## src/rtl/serial_to_parallel_rx.sv

```systemverilog
// Receive-side deserializer: aligns an MSB-first serial stream on comma symbols
// and delivers strobed parallel bytes, flagging only payload bytes as valid.
module serial_to_parallel_rx #(
  parameter logic [7:0]  COMMA       = 8'hBC,
  parameter logic [7:0]  IDLE_SYM    = 8'h7C,
  parameter int unsigned COMMA_COUNT = 4
) (
  input  logic       clk_32f,
  input  logic       reset,
  input  logic       data_in,
  output logic       active,
  output logic [7:0] data_out,
  output logic       valid_out,
  output logic       byte_strobe
);

  // state     | meaning
  // ----------+--------------------------------------------------------
  // ST_SEARCH | bit-by-bit hunt for a comma, bitcnt held at 0
  // ST_ALIGN  | counting consecutive commas on the candidate boundary
  // ST_ACTIVE | locked, deliver every byte; left only through reset
  typedef enum logic [1:0] {
    ST_SEARCH = 2'd0,
    ST_ALIGN  = 2'd1,
    ST_ACTIVE = 2'd2
  } state_t;

  localparam logic [3:0] COMMA_CNT_L = 4'(COMMA_COUNT);

  state_t      state, state_nxt;
  logic [6:0]  shreg;
  logic [2:0]  bitcnt, bitcnt_nxt;
  logic [3:0]  commacnt, commacnt_nxt;
  logic [7:0]  nxt;
  logic        boundary;
  logic        active_nxt;
  logic [7:0]  data_out_nxt;
  logic        valid_nxt;
  logic        strobe_nxt;

  // Only the low seven bits of the shifted byte are ever needed again.
  assign nxt      = {shreg, data_in};
  assign boundary = (bitcnt == 3'd7);

  always_ff @(posedge clk_32f or posedge reset) begin
    if (reset) begin
      state       <= ST_SEARCH;
      shreg       <= 7'd0;
      bitcnt      <= 3'd0;
      commacnt    <= 4'd0;
      active      <= 1'b0;
      data_out    <= 8'h00;
      valid_out   <= 1'b0;
      byte_strobe <= 1'b0;
    end else begin
      state       <= state_nxt;
      shreg       <= nxt[6:0];
      bitcnt      <= bitcnt_nxt;
      commacnt    <= commacnt_nxt;
      active      <= active_nxt;
      data_out    <= data_out_nxt;
      valid_out   <= valid_nxt;
      byte_strobe <= strobe_nxt;
    end
  end

  always_comb begin
    state_nxt    = state;
    bitcnt_nxt   = bitcnt;
    commacnt_nxt = commacnt;
    active_nxt   = active;
    data_out_nxt = data_out;
    valid_nxt    = 1'b0;
    strobe_nxt   = 1'b0;
    case (state)
      ST_SEARCH: begin
        bitcnt_nxt = 3'd0;
        if (nxt == COMMA) begin
          commacnt_nxt = 4'd1;
          if (COMMA_CNT_L == 4'd1) begin
            state_nxt  = ST_ACTIVE;
            active_nxt = 1'b1;
          end else begin
            state_nxt = ST_ALIGN;
          end
        end
      end
      ST_ALIGN: begin
        bitcnt_nxt = bitcnt + 3'd1;
        if (boundary) begin
          if (nxt == COMMA) begin
            if ((commacnt + 4'd1) >= COMMA_CNT_L) begin
              commacnt_nxt = COMMA_CNT_L;
              state_nxt    = ST_ACTIVE;
              active_nxt   = 1'b1;
            end else begin
              commacnt_nxt = commacnt + 4'd1;
            end
          end else begin
            // A broken run drops straight back; this byte is not re-hunted.
            commacnt_nxt = 4'd0;
            state_nxt    = ST_SEARCH;
          end
        end
      end
      ST_ACTIVE: begin
        bitcnt_nxt = bitcnt + 3'd1;
        if (boundary) begin
          data_out_nxt = nxt;
          strobe_nxt   = 1'b1;
          valid_nxt    = (nxt != COMMA) && (nxt != IDLE_SYM);
        end
      end
      default: begin
        state_nxt = ST_SEARCH;
      end
    endcase
  end

endmodule
```

## config.mk

```make
export PLATFORM = sky130hd
export DESIGN_NAME = serial_to_parallel_rx
export DESIGN_NICKNAME = d
export VERILOG_FILES = /design/src/rtl/serial_to_parallel_rx.sv
export SDC_FILE = /design/constraint.sdc
export NUM_CORES = 1
export LEC_CHECK = 0
export CAP_MARGIN = 20
export CORE_UTILIZATION = 35
export CTS_CLUSTER_SIZE = 25
export DETAILED_ROUTE_END_ITERATION = 8
export PLACE_DENSITY = 0.58
export SLEW_MARGIN = 20
export SYNTH_ARGS = -nofsm -noshare
export SYNTH_HDL_FRONTEND = slang
export SYNTH_SLANG_ARGS = --single-unit
```

## constraint.sdc

```tcl
create_clock -name clk_32f -period 2.55 [get_ports clk_32f]
set_clock_uncertainty 0.2 [all_clocks]
set_input_delay 0.51 -clock clk_32f [delete_from_list [all_inputs] [get_ports clk_32f]]
set_output_delay 0.51 -clock clk_32f [all_outputs]
set_load 0.01 [all_outputs]
```

; Word-level counts from Yosys, hierarchy flattened
; Index checks and enable logic that the tools add are counted.
[totals]
wordCells = 45
in_bits = 3
ff_bits = 27
output_inout_bits = 11
[op_classes]
bitwise_logic = 1
mux = 15
n_addsub = 2
eq_ne = 9
magnitude_cmp = 1
reduce_logical = 9
[op_table]
columns = op, count
row1 = 4-bit 2-to-1 mux, 4
row2 = "8-bit equality test, second input constant", 1
row3 = 2-bit 2-to-1 mux, 4
row4 = "8-bit by 7-bit != test with 1-bit output, second input constant", 1
row5 = "8-bit != test, second input constant", 1
row6 = 4-bit one-hot mux with 2 select lines, 1
row7 = 4-bit AND reduction, 2
row8 = 2-bit one-hot mux with 3 select lines, 1
row9 = 3-bit one-hot mux with 2 select lines, 1
row10 = "4-bit by 1-bit adder with 4-bit output, second input constant", 1
row11 = "4-bit by 3-bit >= comparator with 1-bit output, second input constant", 1
row12 = 1-bit 2-to-1 mux, 4
row13 = "2-bit != test, second input constant", 2
row14 = 2-bit nonzero test, 2
row15 = "3-bit by 1-bit adder with 3-bit output, second input constant", 1
row16 = "3-bit equality test, second input constant", 1
row17 = "3-bit != test, second input constant", 1
row18 = 3-bit AND reduction, 1
row19 = "2-bit by 1-bit equality test with 1-bit output, second input constant", 1
row20 = "2-bit equality test, second input constant", 1
row21 = 2-bit zero test, 1
row22 = 2-bit AND reduction, 1
row23 = 2-bit OR reduction, 1
row24 = 1-bit logical AND, 1
row25 = 1-bit inverter, 1

; Depth between registers and ports, before layout
[logic_depth]
ltp_word = 6
mapped_depth = 7
mapped_depth_nobuf = 6

; Worst setup path after synthesis
; No wires, ideal clock.
[synth_timing]
kind = reg-to-reg
start = reg state[1]
end = reg state[0]
required_ns = 2.225
slack_ns = 0.693
n_path_buf = 1
stages_incl_launch_ff = 8
setup_ns = 0.125
t_arrival_ns = 1.532
period_less_slack_ns = 1.857
cell_sequence = dfrtp_1 > inv_1 > ha_1 > clkbuf_1 > nor2b_1 > nor2_1 > o221ai_2 > mux2_4
[synth_between]
elab_chain_cells = 3
word_cells_on_any_way = 9
cone_classes = 5 x eq/ne / 1 x mux / 1 x bitwise / 2 x reduce/logical
[synth_rtl]
columns = item, line_no
row1 = start: declaration, 30  ; state_t state, state_nxt;
row2 = start signal: assignment, 56  ; state <= state_nxt;
row3 = "2-bit by 1-bit equality test with 1-bit output, or another cell as far along", 75  ; case (state)
row4 = "3-bit != test (no line), or another cell as far along", n/a
row5 = 4-bit AND reduction (no line), n/a
; Parallel ways exist; a longest one is shown, timed or not.
; A chain may end at the register's enable or synchronous reset.

; Final worst setup path
[layout_timing]
start = reg bitcnt[0]
end = reg data_out[1]
[layout_between]
elab_chain_cells = 2
[layout_rtl]
columns = item, line_no
row1 = start: declaration, 32  ; logic [2:0] bitcnt, bitcnt_nxt;
row2 = start signal: assignment, 58  ; bitcnt <= bitcnt_nxt;
row3 = 3-bit equality test, 43  ; assign boundary = (bitcnt == 3'd7);
row4 = 2-bit AND reduction (no line), n/a
row5 = end signal: assignment, 61  ; data_out <= data_out_nxt;
row6 = end: declaration, 12  ; output logic [7:0] data_out,
; No other way between the ends.

==> impl_metrics.tcl <==
set metrics [dict create \
    status "finished, final reports clean" \
    yosys.area.top_type "dfrtp_1" \
    rrSetupSlack_ns 0.58 \
    fin_nets 123 \
    die_h_um 60.7 \
    layout-drive-gt1-share 0.153 \
    synthCells 95 \
    fin_util 0.451 \
    hold_buffers 0 \
    power.density_nw_per_um2 480 \
    clk_path_buf_depth 2 \
    max_freq_mhz 507 \
    crit_chain "ha_1 -> ha_1 -> nand2_1 -> mux2_2" \
    rows 20 \
    grt_overflow 0 \
    crit_buf_inv 0 \
    root_buffer "clkbuf_4" \
    yosys-top-cells-area "dfrtp_1 (56%), ha_1 (8.3%), mux2_2 (7.5%), o21ai_0 (2.5%), nand2_1 (2.5%)" \
    hp-class "flop to flop" \
    path_class "flop to flop" \
    ys_seq_area_frac 0.560 \
    slew_headroom 0.709 \
    postCtsSetupRepairBufs 0 \
    drt-wirelength-per-cell_um 12.7 \
    antenna_found_initial 0 \
    ys_warn_count 0 \
    cts-resized-gates 0 \
    cp-endpoint "data_out[1]$_DFFE_PP0P_" \
    core-area_um2 3150 \
    numCtsBuffers 3 \
    cts_num_sinks 27 \
    worst-r2r-cell-count 4 \
    synth_ff_type "dfrtp_1" \
    fin_crit_sh 0.774 \
    setup_viol 0 \
    placedInstanceArea_um2 1390 \
    synth-seq-cells 27 \
    synth_nets 106 \
    drtPass1Iterations 4 \
    maxCapViolations 0 \
    end_kind "flop" \
    crit_path_start_kind "flop" \
    ir_worst_vdd_uv 244 \
    io_buffers 13 \
    rsz0062_at_grt "false" \
    slew_viol_final 0 \
    initial_core_util 0.383 \
    syn_area_um2 1210 \
    drcViolationCount 0 \
    synth_top_cell_area_share 0.560 \
    p_leak_nw 0.630 \
    fin_crit_ns 1.97 \
    grt_pass1_vias 809 \
    worstMarginPinSlew_ns 0.436 \
    stdcell_area_um2 1420 \
    ctsHtreeMaxLevel 1 \
    io_pins 14 \
    cpMostUsedCell "ha_1" \
    diodes 0 \
    cts_tree "done" \
    clk_latency_ns 0.33 \
    layoutNonFillerInstCount 155 \
    rr_startpoint "bitcnt[0]$_DFFE_PP0P_" \
    grt_pass1_wl_mm 3.53 \
    crit_family "adder cells" \
    area_growth_pct 17.8 \
    arrival_ns 2.00 \
    fin_setup_tns_ns 0 \
    reg2reg_to "data_out[1]$_DFFE_PP0P_" \
    crit_fanout 10 \
    drt_iter0_drc 11 \
    hold_viol 0 \
    place_congestion 0.880 \
    startpoint "bitcnt[0]$_DFFE_PP0P_" \
    synth_edf_count 0 \
    dieWidth_um 60.7 \
    avgSynthCellArea_um2 12.7 \
    grt_max_degree 28 \
    ys_async_sr_fraction 1.00 \
    viasPerCell 4.92 \
    cp.depth 4 \
    slowest_delay_ns 0.42 \
    ant_nets 0 \
    routed_wl_mm 1.98 \
    path_clk_slew_ns 0.15 \
    dieArea_um2 3690 \
    yosysUniqueCellTypes 33 \
    grt_usage 0.134 \
    post-dp-hpwl_mm 1.42 \
    place_inst 151 \
    vias 762 \
    power_w 0.000682 \
    cp_slowest_cell "dfrtp_1" \
    required_ns 2.58 \
]
worst min-delay path by stage:
stage | from | endpoint | slack, ns | cells after the start
after global placement | shreg[1]$_DFF_PP0_ | shreg[2]$_DFF_PP0_ | 0.18 | 0
after CTS | shreg[1]$_DFF_PP0_ | shreg[2]$_DFF_PP0_ | 0.21 | 0
after floorplan | shreg[1]$_DFF_PP0_ | shreg[2]$_DFF_PP0_ | 0.16 | 0
after detailed placement | shreg[3]$_DFF_PP0_ | shreg[4]$_DFF_PP0_ | 0.19 | 0
final | shreg[1]$_DFF_PP0_ | shreg[2]$_DFF_PP0_ | 0.21 | 0
after global routing | shreg[1]$_DFF_PP0_ | shreg[2]$_DFF_PP0_ | 0.22 | 0
registers in the layout, indices dropped and copies added, names as in the netlist:
signal       cells
active           1
valid_out        1
bitcnt           3
shreg            7
state            2
commacnt         4
data_out         8
byte_strobe      1
synthesized netlist by cell type (2+ instances only):
library cell  instances
dfrtp_1              27
ha_1                  8
mux2_2                8
nand2_1               8
inv_1                 6
o21ai_0               6
nor2_1                3
a21oi_1               2
nand3b_1              2
nor3_1                2
final cells by class:
cell class / count / area [µm²]
clock buffers: 3 / 22.5
clock inverters: 1 / 8.76
inverters: 6 / 22.5
flip-flops and latches: 27 / 676
repair buffers: 14 / 138
fillers: 304 / 1730
well taps: 44 / 55.1
multi-input cells: 60 / 499
power breakdown:
part	switching [W]	internal, W
Sequential	0.00000774	0.000440
Clock	0.000132	0.0000641
Combinational	0.0000168	0.0000208
placed cells by master (no fill, tap or decap), drive strengths merged, types with 2 or more instances in the layout:
cell type      netlist  final
o21ai                6      6
o221ai               2      2
mux2                 9      9
a41oi                2      2
a21oi                2      2
nor3                 2      2
dfrtp               27     27
clkbuf               1      3
nand2                8      8
inv                  6      7
clkdlybuf4s50        0     13
nor2                 3      3
nand3b               2      2
ha                   8      8
cells by family after synthesis:
group | count (synthesis) | synth area share
buf+inv | 8 | 0.0259
compound gates | 19 | 0.131
simple gates | 23 | 0.106
flops | 27 | 0.560
fa+ha+maj | 8 | 0.0830
mux | 9 | 0.0871
xor+xnor | 1 | 0.00726
metal layers:
layer / track usage / wire, µm / up-vias
met5: 0 / 0 / -
met4: 0.0877 / 50 / 0
met3: 0.0192 / 54 / 5
met2: 0.203 / 901 / 11
met1: 0.180 / 969 / 372
li1: - / - / 374
per-stage QoR:
stage	hold slack, ns	setup slack (ns)
after global placement	0.185	0.263
after floorplan	0.163	0.693
final	0.208	0.577
after global routing	0.218	0.457
after detailed placement	0.193	0.224
after CTS	0.213	0.557
Power figures use the tool's default switching activity.
==> patch 1, RTL diff (same settings) <==
Reset style: synchronous (`reset`), changed in one clocked block.
--- a/src/rtl/serial_to_parallel_rx.sv
+++ b/src/rtl/serial_to_parallel_rx.sv
@@ -43,5 +43,5 @@
   assign boundary = (bitcnt == 3'd7);
 
-  always_ff @(posedge clk_32f or posedge reset) begin
+  always_ff @(posedge clk_32f) begin
     if (reset) begin
       state       <= ST_SEARCH;
Function: no difference found for any inputs over 10 cycles, from zero or initial values and one cycle with reset high; that may be too few to reach the edited logic, so the function may still have changed.
==> patch 1 against the original RTL <==
Sequential cell count unchanged. Worst hold slack better by 44 ps. Routed wire length decreased by 3.3%. Worst setup slack worse by 17 ps. Cell count grew 17%. Synthesized area fell by 7.8%. Sequential share of layout area is 6.6 points lower. Count of clock-buffer cells in the layout did not move. Design area decreased by 7.1%. Synthesized cell count increased by 29%. Largest cell class is now multi-input combinational cells.
Power is not compared: it rests on default switching activity, and its combinational part moved more than twofold at a synthesized area within 25%.
==> patch 1: results (changes against the original RTL) <==
- Status: finished clean
- Pin count of the biggest net entering global routing: 17 (-39%)
- Crit-path max FO: 4 (-6)
- Metal3 WL: 42 um (-22%)
- Slew headroom: 0.700 (-0.00898)
- First-pass GRT wire length: 3270 um (-7.4%)
- RD Place Congestion: 0.739 (-16%)
- Crit path max-delay family: compound AO/OA/AOI/OAI gates
- Hpwl dp: 1440 um (+1.1%)
- CP arrival: 2030 ps (+30 ps)
- Crit-path max cell delay: 500 ps (+80 ps)
- Vias in the first global route: 763 (-5.7%)
- Sequential area share after synthesis: 0.486 (-0.0742)
- Fill cells: 312 (+2.6%)
- Ys async rst share: 0 (-1.00)
- Synth top cells by count: 27 x dfxtp_1, 18 x nand2_1, 15 x a21oi_1, 9 x nand3_1
- Via Count: 840 (+10%)
- Share of post-route cells with drive strength above 1: 0.0584 (-0.0948)
- Slowest CP cell: o41a_1
- M1 wire length: 961 um (-0.83%)
- Met2 wire length: 890 um (-1.2%)
- Pre-CTS setup slack: 254 ps (+30.4 ps)
- Syn Nets: 133 (+25%)
- # placed instances: 177 (+17%)
- Drt total wl: 1910 um (-3.3%)
- Drt first-iter violations: 29 (+18)
- Total Routing Usage GR: 0.127 (-0.00648)
- Syn_area_per_cell: 9.04 um2 (-29%)
patch 1: cell types whose count changed after synthesis, sizes merged, moves of 3 or more:
| cell | change |
|---|---|
| nor3b | +3 |
| dfrtp | -27 |
| nand3 | +8 |
| mux2 | -9 |
| a21oi | +13 |
| nor2 | +6 |
| dfxtp | +27 |
| clkbuf | +3 |
| nand2 | +10 |
| nor2b | +7 |
patch 1: worst reg2reg max path, cell delays in order (launching register included):
cell and delay (ps):
dfxtp_1 380, ha_1 160, ha_1 370, nand2b_1 170, o21ai_0 110, nor2_2 190, nor3b_1 70, a41o_1 210
patch 1: layer usage:
metal	global-route usage	up-vias
met5	0	-
met2	0.199	5
met1	0.169	383
met4	0.0714	0
met3	0.0198	2
li1	-	450
patch 1: final timing paths:
path                                 from  depth (start not counted)     endpoint  slack, ps
worst max-delay path              data_in                          5     state[1]        560
worst min-delay path               active                          2       active        250
worst max register to register  bitcnt[0]                          7  commacnt[1]        610
worst min register to register     active                          2       active        250
patch 1: cell type report:
type | count | share of cell area
sequential | 27 | 0.409
multi-input combinational | 88 | 0.410
clock buffer | 3 | 0.0171
clock inverter | 1 | 0.00569
tap | 44 | 0.0417
inverter | 4 | 0.0114
timing repair buffer | 14 | 0.104
patch 1: cells by family (layout without fill, tap and decap cells):
kind of cell             after synthesis  after routing  synth area share
multiplexers                           1              1           0.00900
flip-flops                            27             27             0.486
AND/OR/NAND/NOR                       54             54             0.244
buffers and inverters                  8             22            0.0270
XOR/XNOR                               1              1           0.00788
AO/OA/AOI/OAI                         25             25             0.147
adder cells (fa/ha/maj)                7              7            0.0787
patch 1: where the power goes:
part           internal (mW)  leakage, nW  switching (mW)
clock network         0.0600       0.0139           0.130
registers              0.425        0.218         0.00214
logic                0.00567        0.253         0.00830
==> patch 2, RTL diff (same settings) <==
Made on the original files. The parameter `COMMA` goes from 8'hBC to 8'h5E.
--- a/src/rtl/serial_to_parallel_rx.sv
+++ b/src/rtl/serial_to_parallel_rx.sv
@@ -2,5 +2,5 @@
 // and delivers strobed parallel bytes, flagging only payload bytes as valid.
 module serial_to_parallel_rx #(
-  parameter logic [7:0]  COMMA       = 8'hBC,
+  parameter logic [7:0]  COMMA       = 8'h5E,
   parameter logic [7:0]  IDLE_SYM    = 8'h7C,
   parameter int unsigned COMMA_COUNT = 4
Formal check against the unedited RTL: same outputs for any inputs over 10 cycles, from zero or initial values and one cycle with reset high; that may be too few to reach the edited logic, so the function may still have changed.
==> patch 2 against the original RTL <==
Cell count increased by 1.3%. Sequential share of layout area decreased by 0.17 points. Design area increased by 0.35%. Worst setup slack got worse by 14 ps. Routed wire length increased by 3.7%. Count of clock-buffer cells in the layout increased by 1. Sequential cell count unchanged. First-iteration DRC count increased by 45%. Synthesized area increased by 0.73%. Utilization decreased by 2.3 points. Non-clock buffer count unchanged. Critical path type unchanged. Critical endpoint is now data_out[2]. Highest routed layer unchanged.
Power is not compared: it rests on default switching activity, and its combinational part moved more than twofold at a synthesized area within 25%.
==> patch 2: results (changes against the original RTL) <==
- Hold WS: 231 ps (+23.7 ps)
- Vias in the first global route: 755 (-6.7%)
- First-pass GRT wire length: 3490 um (-1.2%)
- Area growth from synthesis to layout: 17.4%
- Fin cells: 157 (+1.3%)
- RD Place Congestion: 0.807 (-8.3%)
- Synth area leaders: dfrtp_1 56%, ha_1 8.2%, mux2_2 7.4%
- Final #Nets: 123 (unchanged)
- Total Routing Usage GR: 0.128 (-0.00551)
- Tightest Hold Check Type: flip-flop to flip-flop
- Drt total wl: 2050 um (+3.7%)
- Grt met3 use: 0.0341 (+0.0149)
- Synth top cells by count: 27 x dfrtp_1, 9 x nand2_1, 8 x ha_1, 8 x mux2_2
- Sequential area share after synthesis: 0.556 (-0.00404)
- Hpwl dp: 1470 um (+3.0%)
- Cts bufs inserted: 3 (unchanged)
- Measured slew at the worst slew-check pin: 448 ps (+12.6 ps)
- Status: finished clean
- Syn_area_per_cell: 12.8 um2 (+0.73%)
- Share of post-route cells with drive strength above 1: 0.162 (+0.00901)
- Placed cell areas: 0.00140 mm2 (+0.72%)
- Max rail drop VDD: 0.351 mV
- FMAX: 503 MHz (-0.72%)
- Met1 usage: 0.172 (-0.00813)
- Drt first-iter violations: 16 (+5)
- M2 GR Usage: 0.204 (+0.00157)
- Pre-CTS setup slack: 232 ps (+7.96 ps)
- Yosys cell types: 35 (+6.1%)
- Synth warnings: 0 (unchanged)
- Clk Latency, worst-skew pair: 310 ps (-20 ps)
- # placed instances: 153 (+1.3%)
- DRT Pass-1 Iters: 2 (-2)
- Leak: 0.646 nW
- Ys async rst share: 1.00 (unchanged)
- Via Count: 778 (+2.1%)
[patch 2: final timing paths]
path                           start          end  cells after the start
max                        bitcnt[0]  data_out[2]                      4
min                         shreg[2]     shreg[3]                      0
max reg2reg                bitcnt[0]  data_out[2]                      4
min reg2reg                 shreg[2]     shreg[3]                      0
max in group asynchronous      reset       active                      3
min in group asynchronous      reset  byte_strobe                      3
[patch 2: cells by family (layout without fill, tap and decap cells)]
logic type | after synthesis | in the layout | synth area share
buffers and inverters | 7 | 23 | 0.0237
AOI/OAI and AO/OA | 19 | 19 | 0.134
DFF | 27 | 27 | 0.556
xor gates and xnor gates | 1 | 1 | 0.00721
adders and majority gates | 8 | 8 | 0.0824
muxes | 9 | 9 | 0.0865
and+or+nand+nor | 24 | 24 | 0.110
[patch 2: final cells by class]
cell class                      instances  area [um2]
Tap cell                               46        57.6
Inverter                                5        18.8
Fill cell                             325        1910
Multi-Input combinational cell         61         510
Sequential cell                        27         676
Timing Repair Buffer                   14         138
Clock buffer                            4        26.3
[patch 2: metal layers]
metal  wire length [um]  share of wire
met4                 11         0.0054
met5                  0              0
met1                968           0.47
met2               1010           0.49
met3                 58          0.028
[patch 2: where the power goes]
part           leakage [nW]  internal [mW]  switching [mW]  total, mW
clock                0.0150         0.0610           0.118      0.179
combinational         0.287          0.152           0.184      0.336
sequential            0.344          0.479          0.0489      0.528
[patch 2: critical path, delay by kind of cell, from the launching register on]
kind | cells | cell delay (ps)
mux | 1 | 380
simple gates | 1 | 370
flops | 1 | 420
fa+ha+maj | 2 | 500
